[config.mk]
export PLATFORM = sky130hd
export DESIGN_NAME = hsv_threshold_bbox
export DESIGN_NICKNAME = d
export VERILOG_FILES = /design/src/rtl/hsv_threshold_bbox.sv
export SDC_FILE = /design/constraint.sdc
export NUM_CORES = 1
export LEC_CHECK = 0
export BUFFER_PORTS_ARGS = -buffer_cell sky130_fd_sc_hd__buf_2
export CORE_MARGIN = 1.5
export CORE_UTILIZATION = 60
export CTS_CLUSTER_SIZE = 16
export DETAILED_ROUTE_END_ITERATION = 8
export PLACE_DENSITY = 0.88
export SLEW_MARGIN = 20
export SYNTH_ARGS = -nofsm -noshare
export SYNTH_HDL_FRONTEND = slang
export SYNTH_SLANG_ARGS = --single-unit
[constraint.sdc]
create_clock -name i_clk -period 8.7 [get_ports i_clk]
set_clock_uncertainty 0.1 [all_clocks]
set_input_delay 1.74 -clock i_clk [delete_from_list [all_inputs] [get_ports i_clk]]
set_output_delay 1.74 -clock i_clk [all_outputs]
set_load 0.1 [all_outputs]
[src/rtl/hsv_threshold_bbox.sv]
// hsv_threshold_bbox
//   Classifies each HSV pixel (Q10.6) from the RGB565-to-HSV converter
//   against a programmable HSV window. Writes a 1-bit mask per pixel to the
//   mask BRAM, and publishes a per-frame bounding box and hit count.
//
// Ports
//   i_clk, i_rstn         clock, synchronous active-low reset
//   i_valid, i_addr       input pixel strobe and raster address
//   i_hue/i_sat/i_value   pixel HSV, unsigned Q10.6
//   i_cfg_load, i_cfg_*   capture window limits into shadow registers
//   o_mask_we/addr/data   mask BRAM write port (2 cycles after i_valid)
//   o_bbox_valid          1-cycle pulse: frame results updated
//   o_x_min..o_y_max      bounding box of hit pixels
//   o_count, o_detected   hit count (saturating) and count >= MIN_PIXELS
//
// Optional: define HSV_BBOX_CENTER_EN to add o_cx/o_cy (box centre).
module hsv_threshold_bbox #(
  parameter int unsigned BRAM_DEPTH = 230400,
  parameter int unsigned IMG_WIDTH  = 640,
  parameter int unsigned MIN_PIXELS = 64,
  localparam int unsigned IMG_HEIGHT = BRAM_DEPTH / IMG_WIDTH,
  localparam int unsigned AW = $clog2(BRAM_DEPTH),
  localparam int unsigned XW = $clog2(IMG_WIDTH),
  localparam int unsigned YW = $clog2(IMG_HEIGHT),
  localparam int unsigned CW = $clog2(BRAM_DEPTH + 1)
) (
  input  logic          i_clk,
  input  logic          i_rstn,
  input  logic          i_valid,
  input  logic [AW-1:0] i_addr,
  input  logic [15:0]   i_hue,
  input  logic [15:0]   i_sat,
  input  logic [15:0]   i_value,
  input  logic          i_cfg_load,
  input  logic [15:0]   i_cfg_hue_lo,
  input  logic [15:0]   i_cfg_hue_hi,
  input  logic [15:0]   i_cfg_sat_min,
  input  logic [15:0]   i_cfg_val_min,
  output logic          o_mask_we,
  output logic [AW-1:0] o_mask_addr,
  output logic          o_mask_data,
  output logic          o_bbox_valid,
  output logic [XW-1:0] o_x_min,
  output logic [XW-1:0] o_x_max,
  output logic [YW-1:0] o_y_min,
  output logic [YW-1:0] o_y_max,
  output logic [CW-1:0] o_count,
  output logic          o_detected
`ifdef HSV_BBOX_CENTER_EN
  ,
  output logic [XW-1:0] o_cx,
  output logic [YW-1:0] o_cy
`endif
);

  localparam logic [15:0]   HUE_FULL  = 16'd23040;
  localparam logic [AW-1:0] ADDR_LAST = AW'(BRAM_DEPTH - 1);
  localparam logic [XW-1:0] X_LAST    = XW'(IMG_WIDTH - 1);
  localparam logic [CW-1:0] CNT_SAT   = CW'(BRAM_DEPTH);
  localparam logic [CW-1:0] CNT_MIN   = CW'(MIN_PIXELS);

  typedef enum logic [1:0] {IDLE, ACCUM, DONE} state_t;
  state_t state;

  // Configuration: shadow captured on load, active swapped at frame start
  logic [15:0] sh_hue_lo, sh_hue_hi, sh_sat_min, sh_val_min;
  logic [15:0] ac_hue_lo, ac_hue_hi, ac_sat_min, ac_val_min;
  logic [15:0] ef_hue_lo, ef_hue_hi, ef_sat_min, ef_val_min;
  logic        frame_start;
  logic        hue_ok, hit_in;

  assign frame_start = i_valid && (i_addr == '0);

  // The addr-0 pixel itself is classified with the window it installs.
  always_comb begin
    ef_hue_lo  = frame_start ? sh_hue_lo  : ac_hue_lo;
    ef_hue_hi  = frame_start ? sh_hue_hi  : ac_hue_hi;
    ef_sat_min = frame_start ? sh_sat_min : ac_sat_min;
    ef_val_min = frame_start ? sh_val_min : ac_val_min;
    if (ef_hue_lo <= ef_hue_hi)
      hue_ok = (ef_hue_lo <= i_hue) && (i_hue <= ef_hue_hi);
    else
      hue_ok = (i_hue >= ef_hue_lo) || (i_hue <= ef_hue_hi); // wraps through 0 (red)
    hit_in = hue_ok && (i_sat >= ef_sat_min) && (i_value >= ef_val_min);
  end

  always_ff @(posedge i_clk) begin
    if (!i_rstn) begin
      sh_hue_lo <= '0; sh_hue_hi <= HUE_FULL; sh_sat_min <= '0; sh_val_min <= '0;
      ac_hue_lo <= '0; ac_hue_hi <= HUE_FULL; ac_sat_min <= '0; ac_val_min <= '0;
    end else begin
      if (i_cfg_load) begin
        sh_hue_lo  <= i_cfg_hue_lo;
        sh_hue_hi  <= i_cfg_hue_hi;
        sh_sat_min <= i_cfg_sat_min;
        sh_val_min <= i_cfg_val_min;
      end
      if (frame_start) begin
        ac_hue_lo  <= sh_hue_lo;
        ac_hue_hi  <= sh_hue_hi;
        ac_sat_min <= sh_sat_min;
        ac_val_min <= sh_val_min;
      end
    end
  end

  // x/y position of the incoming pixel
  logic [XW-1:0] x_cnt, cur_x;
  logic [YW-1:0] y_cnt, cur_y;

  assign cur_x = frame_start ? '0 : x_cnt;
  assign cur_y = frame_start ? '0 : y_cnt;

  // Stage 1
  logic          s1_valid, s1_hit;
  logic [AW-1:0] s1_addr;
  logic [XW-1:0] s1_x, s2_x;
  logic [YW-1:0] s1_y, s2_y;

  always_ff @(posedge i_clk) begin
    if (!i_rstn) begin
      s1_valid <= 1'b0; s1_hit <= 1'b0; s1_addr <= '0;
      s1_x <= '0; s1_y <= '0; x_cnt <= '0; y_cnt <= '0;
    end else begin
      s1_valid <= i_valid;
      if (i_valid) begin
        s1_addr <= i_addr;
        s1_hit  <= hit_in;
        s1_x    <= cur_x;
        s1_y    <= cur_y;
        if (cur_x == X_LAST) begin
          x_cnt <= '0;
          y_cnt <= cur_y + YW'(1);
        end else begin
          x_cnt <= cur_x + XW'(1);
          y_cnt <= cur_y;
        end
      end
    end
  end

  // Stage 2: mask write port doubles as the accumulator's input pixel
  always_ff @(posedge i_clk) begin
    if (!i_rstn) begin
      o_mask_we <= 1'b0; o_mask_addr <= '0; o_mask_data <= 1'b0;
      s2_x <= '0; s2_y <= '0;
    end else begin
      o_mask_we   <= s1_valid;
      o_mask_addr <= s1_addr;
      o_mask_data <= s1_valid && s1_hit;
      s2_x        <= s1_x;
      s2_y        <= s1_y;
    end
  end

  // Accumulator next-values for the stage-2 pixel
  logic          start2, end2;
  logic [CW-1:0] acc_cnt, b_cnt, n_cnt;
  logic [XW-1:0] acc_xmin, acc_xmax, b_xmin, b_xmax, n_xmin, n_xmax;
  logic [YW-1:0] acc_ymin, acc_ymax, b_ymin, b_ymax, n_ymin, n_ymax;

  assign start2 = o_mask_we && (o_mask_addr == '0);
  assign end2   = o_mask_we && (o_mask_addr == ADDR_LAST);

  always_comb begin
    b_cnt = acc_cnt; b_xmin = acc_xmin; b_xmax = acc_xmax; b_ymin = acc_ymin; b_ymax = acc_ymax;
    if (start2) begin
      b_cnt = '0; b_xmin = '1; b_xmax = '0; b_ymin = '1; b_ymax = '0;
    end
    n_cnt = b_cnt; n_xmin = b_xmin; n_xmax = b_xmax; n_ymin = b_ymin; n_ymax = b_ymax;
    if (o_mask_we && o_mask_data) begin
      n_cnt  = (b_cnt == CNT_SAT) ? b_cnt : b_cnt + CW'(1);
      n_xmin = (s2_x < b_xmin) ? s2_x : b_xmin;
      n_xmax = (s2_x > b_xmax) ? s2_x : b_xmax;
      n_ymin = (s2_y < b_ymin) ? s2_y : b_ymin;
      n_ymax = (s2_y > b_ymax) ? s2_y : b_ymax;
    end
  end

  // Results are registered on the ACCUM->DONE transition from the
  // next-values, so o_bbox_valid is high during the DONE cycle itself.
  always_ff @(posedge i_clk) begin
    if (!i_rstn) begin
      state <= IDLE;
      acc_cnt <= '0; acc_xmin <= '1; acc_xmax <= '0; acc_ymin <= '1; acc_ymax <= '0;
      o_bbox_valid <= 1'b0; o_count <= '0; o_detected <= 1'b0;
      o_x_min <= '0; o_x_max <= '0; o_y_min <= '0; o_y_max <= '0;
`ifdef HSV_BBOX_CENTER_EN
      o_cx <= '0; o_cy <= '0;
`endif
    end else begin
      o_bbox_valid <= 1'b0;
      unique case (state)
        IDLE, DONE: begin
          state <= IDLE;
          if (start2) begin
            acc_cnt <= n_cnt; acc_xmin <= n_xmin; acc_xmax <= n_xmax;
            acc_ymin <= n_ymin; acc_ymax <= n_ymax;
            state <= ACCUM;
          end
        end
        ACCUM: begin
          if (o_mask_we) begin
            acc_cnt <= n_cnt; acc_xmin <= n_xmin; acc_xmax <= n_xmax;
            acc_ymin <= n_ymin; acc_ymax <= n_ymax;
            if (end2 && !start2) begin
              state        <= DONE;
              o_bbox_valid <= 1'b1;
              o_count      <= n_cnt;
              o_detected   <= (n_cnt != '0) && (n_cnt >= CNT_MIN);
              if (n_cnt == '0) begin
                o_x_min <= '0; o_x_max <= '0; o_y_min <= '0; o_y_max <= '0;
`ifdef HSV_BBOX_CENTER_EN
                o_cx <= '0; o_cy <= '0;
`endif
              end else begin
                o_x_min <= n_xmin; o_x_max <= n_xmax;
                o_y_min <= n_ymin; o_y_max <= n_ymax;
`ifdef HSV_BBOX_CENTER_EN
                o_cx <= XW'(({1'b0, n_xmin} + {1'b0, n_xmax}) >> 1);
                o_cy <= YW'(({1'b0, n_ymin} + {1'b0, n_ymax}) >> 1);
`endif
              end
            end
          end
        end
        default: state <= IDLE;
      endcase
    end
  end

endmodule

## Word-level counts from Yosys, hierarchy flattened

Index checks and enable logic that the tools add are counted.

| operators by class | value |
|---|---|
| add/subtract/negate cells | 3 |
| order comparisons | 11 |
| equal/unequal tests | 8 |
| muxes and demuxes | 48 |
| reduce and logical (&&, ||, !) cells | 23 |

Operators with widths:

| cell | count |
|---|---|
| $mux W10 | 14 |
| $mux W9 | 14 |
| $mux W18 | 5 |
| $mux W16 | 4 |
| $logic_not A18 Y1 | 3 |
| $ge A16 B16 Y1 | 3 |
| $le A16 B16 Y1 | 3 |
| $pmux W10 S2 | 2 |
| $eq A18 B18 Y1 const B | 2 |
| $pmux W18 S2 | 1 |
| $pmux W9 S2 | 2 |
| $add A18 B1 Y18 const B | 1 |
| $ge A18 B7 Y1 const B | 1 |
| $reduce_bool A18 Y1 | 1 |
| $add A10 B1 Y10 const B | 1 |
| $eq A10 B10 Y1 const B | 1 |
| $gt A10 B10 Y1 | 1 |
| $logic_and A1 B1 Y1 | 10 |
| $lt A10 B10 Y1 | 1 |
| $add A9 B1 Y9 const B | 1 |
| $gt A9 B9 Y1 | 1 |
| $lt A9 B9 Y1 | 1 |
| $reduce_and A3 Y1 | 3 |
| $ne A2 B2 Y1 const B | 3 |
| other kinds (11) | 14 |

| word-level totals | value |
|---|---|
| bits in registers | 341 |
| input port bits | 134 |
| output and inout port bits | 78 |
| logic and storage cells | 126 |

## Depth between registers and ports, before layout

Gate-level depths: netlist of the first run.

| depth | value |
|---|---|
| depth after elaboration | 8 |
| depth in mapped cells | 16 |
| gate-level depth less buffers | 13 |

## Worst setup path after synthesis of the first run

OpenSTA, ideal clock, no wires.

| timing path | value |
|---|---|
| path type | input -> register |
| from | in i_addr[1] |
| to | reg s1_hit |
| setup time | 0.086 ns |
| arrival | 4.998 ns |
| required time | 8.514 ns |
| slack | 3.516 ns |
| stages | 14 |
| cells stage by stage | nor4_1 -> nand4_1 -> or4_1 -> clkbuf_1 -> clkbuf_1 -> clkbuf_1 -> mux2i_1 -> ha_1 -> nand2_1 -> or3_1 -> or3_1 -> o21ai_0 -> o21ai_0 -> a211oi_1 |

| on the way | value |
|---|---|
| word-level cells in the longest chain between the ends | 8 |
| elaborated cells between the ends (all ways) | 17 |
| classes of those cells | 6 x order compare; 5 x mux; 6 x reduce/logical |

Ends and longest elaborated chain:

| item | RTL line | RTL |
|---|---|---|
| start: declaration | 30 | `input logic [AW-1:0] i_addr,` |
| $logic_not A18 Y1 * | 72 | `assign frame_start = i_valid && (i_addr == '0);` |
| $logic_and A1 B1 Y1 * | 72 |  |
| $mux W16 | n/a |  |
| $ge A16 B16 Y1, or another cell as far along | 83 | `hue_ok = (i_hue >= ef_hue_lo) \|\| (i_hue <= ef_hue_hi);` |
| $logic_or A1 B1 Y1 / $logic_and A1 B1 Y1 (equally long branches) | 83, 81 |  |
| $mux W1 | 80 | `if (ef_hue_lo <= ef_hue_hi)` |
| $logic_and A1 B1 Y1 | 84 | `hit_in = hue_ok && (i_sat >= ef_sat_min) && (i_value >= ef_val_min);` |
| $logic_and A1 B1 Y1 * | 84 |  |
| end signal: assignment | 128 | `s1_hit <= hit_in;` |
| end: declaration | 115 | `logic s1_valid, s1_hit;` |

Mark *: on every way between the ends. The rest lies on a longest branch, timed or not.
A chain may end at the register's enable or synchronous reset.

## Worst setup path in the final report of the first run

| timing path | value |
|---|---|
| from | in i_valid |
| to | reg s1_hit |

| on the way | value |
|---|---|
| word-level cells in the longest chain between the ends | 7 |
| elaborated cells between the ends (all ways) | 16 |
| classes of those cells | 6 x order compare; 5 x mux; 5 x reduce/logical |

Ends and longest elaborated chain:

| item | RTL line | RTL |
|---|---|---|
| start: declaration | 29 | `input logic i_valid,` |
| $logic_and A1 B1 Y1 * | 72 |  |
| $mux W16 * | n/a |  |
| named net ef_hue_lo[11] | 68 | `logic [15:0] ef_hue_lo, ef_hue_hi, ef_sat_min, ef_val_min;` |
| $ge A16 B16 Y1 / $le A16 B16 Y1 (equally long branches) | 83, 81 |  |
| $logic_or A1 B1 Y1 / $logic_and A1 B1 Y1 (equally long branches) | 83, 81 |  |
| $mux W1 * | 80 |  |
| $logic_and A1 B1 Y1 * (2 in series) | 84 |  |

Mark *: on every way through the listed nets, which the timed path passes. The rest lies on a longest branch.

==> results of run 1 <==
## flip-flops by register name, indices dropped and copies added (netlist names), 16 cells and up
signal       count
ac_hue_hi       16
ac_hue_lo       16
ac_sat_min      16
ac_val_min      16
acc_cnt         18
o_count         18
o_mask_addr     18
s1_addr         18
sh_hue_hi       16
sh_hue_lo       16
sh_sat_min      16
sh_val_min      16
## metrics by stage
stage | cells | hold WS, ps | utilization, % | setup slack, ps | cell area [um^2]
2_1_floorplan | 1757 | 321.4 | - | 3516 | 15830
3_3_place_gp | 2215 | 327.3 | 65.54 | 2597 | 17030
3_5_place_dp | 2215 | 335.8 | 65.55 | 2472 | 17030
4_1_cts | 2281 | 344.3 | 70.32 | 2969 | 18270
5_1_grt | 2282 | 360.8 | 70.46 | 2614 | 18310
6_report | 2283 | 341.3 | 70.47 | 2968 | 18310
## Yosys cell counts, types with 10 or more instances
cell        n
nand3_1    21
o22ai_1    10
inv_1      37
dfxtp_1   341
or3_1      11
nand4_1    30
nor3_1     27
a21oi_1    71
and2_1     49
o21ai_0    70
nor4_1     18
nand2_1   164
nor2b_1    11
nor2_1    281
o21a_1     18
ha_1      118
clkbuf_1   80
a211oi_1   12
a22oi_1    25
a21o_1     20
xnor2_1    11
o21ai_2    20
and3_1     12
mux2_2     24
xor2_1     19
mux2i_1   150
## area by class of cell
cell class	count	area, um^2	area share, %
Multi-Input combinational cell	1278	8496	46.39
Antenna cell	1	2.502	0.01366
Sequential cell	341	6827	37.28
Tap cell	335	419.2	2.289
Clock buffer	48	1037	5.664
Clock inverter	18	203.9	1.114
Inverter	37	143.9	0.7857
Timing Repair Buffer	225	1184	6.464
## cells by family (layout without fill, tap and decap cells)
family	count (synthesis)	in the layout	synth area share [%]
AO/OA/AOI/OAI	298	298	12.22
adder cells (fa/ha/maj)	118	118	9.326
other	0	1	0
multiplexers	174	174	11.19
XOR/XNOR	30	30	1.660
AND/OR/NAND/NOR	658	658	18.98
buffers and inverters	138	328	3.501
flip-flops	341	341	43.12
## worst max-delay path, cell delays in order
cell and delay, ps:
buf_2 80, buf_4 410, nor4b_1 390, nand4_1 230, or4_4 570, buf_4 470, mux2i_1 380, inv_1 80
ha_1 310, nand2_1 80, or3_1 400, or3_1 370, o21ai_0 200, o21ai_0 120, a211oi_1 230
## worst max-delay path by stage
stage / cells after the start / slack (ps) / endpoint / start
finish: 15 / 2970 / s1_hit / i_valid
CTS: 15 / 2970 / s1_hit / i_valid
global route: 15 / 2610 / s1_hit / i_valid
global placement: 15 / 2600 / s1_hit / i_valid
detailed placement: 15 / 2470 / s1_hit / i_valid
floorplan: 14 / 3520 / s1_hit / i_addr[1]
## layer usage
metal,up-vias,part of all wire (%)
met5,-,0.094
met4,6,3.9
met3,130,6.4
met2,427,48
met1,6034,42
li1,6485,-
## layout by cell type, fill, tap and decap left out, drive strengths merged, types with 12 or more instances in the layout
cell / count
a211oi: 12
a22oi: 25
xor2: 19
and2: 49
nor3: 27
nand2: 164
nand4: 30
a21oi: 72
a21o: 20
mux2: 24
nand3: 21
clkbuf: 48
o21a: 18
nor4: 20
inv: 38
and3: 12
dfxtp: 341
mux2i: 150
o21ai: 95
buf: 225
nor2: 281
ha: 118
## where the power goes
part	switching (uW)	total, uW	leakage [uW]	internal [uW]
clock network	633	1570	0.000600	937
logic	136	220	0.00518	83.7
registers	21.1	1610	0.00277	1590
total	790	3400	0.00854	2610
==> run summary, run 1 <==
Status = completed
Yosys cell types = 67
Post-synth top flop = dfxtp_1
Unrepaired setup endpoints after global routing = false
Grt total ovfl = 0
Crit Path Class = in -> reg
Hold Path Sink = o_x_max[3]
Hpwl dp = 25660 um
Core ar. = 0.02598 mm^2
Area share of the largest cell type after synthesis = 43.12%
Yosys reg bits = 341
Global-route wire length before repair = 60020 um
Share of cells above drive strength 1 = 17.98%
Reg-to-reg slack, setup = 4330 ps
GR peak layer = met2
Post-synth EDFFs = 0
# fillers = 1886
Final Hold Fails = 0
Gr usage total = 26.84%
Routed WL per cell = 16.24 um
Die ar. = 0.02737 mm^2
Power Dens Cells = 185.8 mW/mm^2
Nets = 2172
Syn_nets = 2009
Largest net degree at the start of global routing = 85
Vert. Die Dim = 165.4 um
Final Power = 3403 uW
Num ports = 212
Vias in the first global route = 12.63k
Reg2reg end = acc_ymax[1]
Max-cap violation count = 0
Routed Wire Length = 37090 um
Post-synth ARST share = 0%
Setup-failing EPs final = 0
Dominant cells by area after synthesis = dfxtp_1 43%, mux2i_1 9.5%, ha_1 9.3%, nor2_1 6.7%, nand2_1 3.9%
CTS H-tree depth = 2
Final min period = 5732 ps
Num CTS Buffers = 37
Routability cong. = 0.9102
Setup Fix Bufs, Post-CTS = 0
Worst setup EP type = flip-flop
DRT iter0 DRCs = 814
Final worst path period share = 65.88%
Static leakage = 0.008544 uW
HP Start = o_x_max[3]
ANT nets after route = 0
Syn. warnings = 0
Peak fanout along the critical path = 64
Area leader, netlist = dfxtp_1
Die X = 165.4 um
Post-Synthesis Cell Area = 0.01583 mm^2
Clk slew on worst S/H paths = 60 ps
FF-to-FF Start = o_mask_addr[1]
Reg2Reg Depth = 12
CP Launch Type = primary input
TritonCTS clock tree = built
Maximum VDD drop = 150.2 uV
HP Class = reg -> reg
F_max = 0.1745 GHz
GRT met3 Usage = 5.370%
Critical Path RT = 9040 ps
Max clock buf depth = 3
Vias per cell = 5.730
GR Layer Usage met2 = 45.99%
Synth Area per Inst = 9.010 um^2
GR Util met1 = 32.37%
TritonRoute pass-1 iters = 5
CP arrival = 6070 ps
Cells after Synth = 1757
I/O Buffers = 211
CTS sink cnt = 341
Pins Over Slew Limit = 0
Hold path cells = 2
Initial core utilization = 60.93%
Area Overhead vs Synth = 15.67%
Clk_lat worst skew = 520 ps
Drt drc = 0
Normalized max-slew margin = 26.66%
Worst slew pin tran = 1100 ps
CTS resizes = 0
Seq/Total Area, Yosys = 43.12%
Vias = 13.08k
Clock Root Buffer = clkbuf_16
Initial antenna violation count = 4
TNS Setup = 0 ps
Hold bufs inserted after CTS = 0
Placement row count = 59
Power figures use the tool's default switching activity.
==> run 2: changes to the inputs <==
CORE_UTILIZATION = 52   (was 60)
PLACE_DENSITY = 0.81   (was 0.88)
clock period = 5.1 ns   (was 8.7 ns; I/O delays follow)
==> run 2 against run 1 <==
Net effect: clock power up 61%; worst hold slack improved by 1.3 ps; sequential power is 71% higher; non-clock buffer count up 9; first-iteration DRC count up 8.4%; register-to-register slack got worse by 3700 ps; sequential cell count unchanged; clock-buffer cell count is 1 higher; worst setup slack worse by 2300 ps; global-route usage is 2.9 points lower; cell count is 2.6% higher; design area rose by 0.22%.
==> run summary, run 2 (same netlist as run 1, synthesis figures left out) <==
Core ar. = 0.02980 mm^2
CTS sink cnt = 341
Unrepaired setup endpoints after global routing = false
Clock Root Buffer = clkbuf_16
Critical Path RT = 5440 ps
Power Dens Cells = 308.9 mW/mm^2
Cell Chain, Critical Path = nor4_2, nand3b_2, nor2_2, buf_4, buf_4, nor2_1, ha_1, o211ai_1, a32oi_1, buf_4, mux2_2, o21ai_0
Slowest-stage cell, CP = a32oi_1
Num ports = 212
Placement row count = 63
Crit path top cell by count = buf_4
Peak fanout along the critical path = 21
Routability cong. = 0.8986
Clk_lat worst skew = 530 ps
Drt drc = 0
Die ar. = 0.03150 mm^2
CP arrival = 4820 ps
Pins Over Slew Limit = 0
Num CTS Buffers = 37
Final Hold Fails = 0
Setup-failing EPs final = 0
Placed insts = 2280
Gr usage total = 23.95%
F_max = 0.2233 GHz
Status = completed
DRT iter0 DRCs = 882
Final worst path period share = 87.79%
Grt total ovfl = 0
CTS resizes = 0
CTS H-tree depth = 2
Largest net degree at the start of global routing = 101
Most frequent cells in the layout = 341 x dfxtp_1, 280 x nor2_1, 210 x buf_2
Initial core utilization = 53.13%
Routed WL per cell = 16.10 um
Worst slew pin tran = 1095 ps
Maximum VDD drop = 313.1 uV
Share of cells above drive strength 1 = 18.08%
I/O Buffers = 211
Max clock buf depth = 3
Routed Wire Length = 37720 um
Normalized max-slew margin = 26.98%
TritonCTS clock tree = built
TNS Setup = 0 ps
Static leakage = 0.008547 uW
Initial antenna violation count = 2
Max-cap violation count = 0
Crit Path Class = reg -> reg
Final min period = 4477 ps
Area Overhead vs Synth = 15.93%
# fillers = 2498
ANT nets after route = 0
Vert. Die Dim = 177.5 um
Die X = 177.5 um
Most common cell after layout, fill and taps aside = dfxtp_1
Post-route insts no fill = 2343
Hold bufs inserted after CTS = 0
Nets = 2181
CP Launch Type = flip-flop
Setup Fix Bufs, Post-CTS = 0
Vias in the first global route = 12.75k
Vias = 13.02k
Worst setup EP type = flip-flop
Vias per cell = 5.556
Hpwl dp = 26340 um
Clk slew on worst S/H paths = 60 ps
CP peak stage delay = 670 ps
TritonRoute pass-1 iters = 5
Global-route wire length before repair = 61820 um
HP Class = reg -> reg
run 2: cell type report:
class | count | area, um^2 | area share (%)
diodes | 1 | 2.502 | 0.01364
clock buffers | 49 | 1031 | 5.618
clock inverters | 13 | 121.4 | 0.6613
inverters | 37 | 143.9 | 0.7840
multi-input cells | 1278 | 8496 | 46.29
flip-flops and latches | 341 | 6827 | 37.20
well taps | 390 | 488.0 | 2.659
repair buffers | 234 | 1244 | 6.777
run 2: worst paths after layout:
| path | slack (ps) | from | end | cells past startpoint |
|---|---|---|---|---|
| max | 620 | o_mask_addr[11] | acc_ymin[8] | 12 |
| min | 340 | s1_x[2] | s2_x[2] | 1 |
| max reg2reg | 620 | o_mask_addr[11] | acc_ymin[8] | 12 |
| min reg2reg | 340 | s1_x[2] | s2_x[2] | 1 |
run 2: critical path, delay by kind of cell, from the launching register on:
kind / cells / cell delay [ps]
simple gates: 4 / 1500
compound gates: 3 / 960
buf+inv: 3 / 870
mux: 1 / 360
flops: 1 / 310
fa+ha+maj: 1 / 300
run 2: metrics by stage:
stage / setup slack [ps] / cell area, um^2 / util [%] / hold WS [ps] / total power [uW]
after floorplan: 636.4 / 15830 / - / 321.4 / 3049
after global placement: 190.2 / 17190 / 57.68 / 328.1 / 3174
after detailed placement: 193.2 / 17190 / 57.69 / 337.2 / 3187
after CTS: 651.8 / 18340 / 61.56 / 337.4 / 5711
after global routing: 393.5 / 18350 / 61.59 / 356.0 / 5865
final: 622.6 / 18350 / 61.59 / 342.6 / 5669
run 2: layer usage:
layer / routed length (um) / part of all wire [%] / global-route usage, % / up-vias
met1: 16660 / 44 / 30.38 / 6077
li1: - / - / - / 6484
met5: 13 / 0.034 / 0 / -
met2: 17820 / 47 / 40.51 / 372
met4: 1022 / 2.7 / 8.158 / 2
met3: 2208 / 5.9 / 4.734 / 83
run 2: report_power, final:
part / switching, uW / internal [uW]
clock: 1060 / 1470
combinational: 235 / 145
sequential: 36.0 / 2720
total: 1330 / 4340
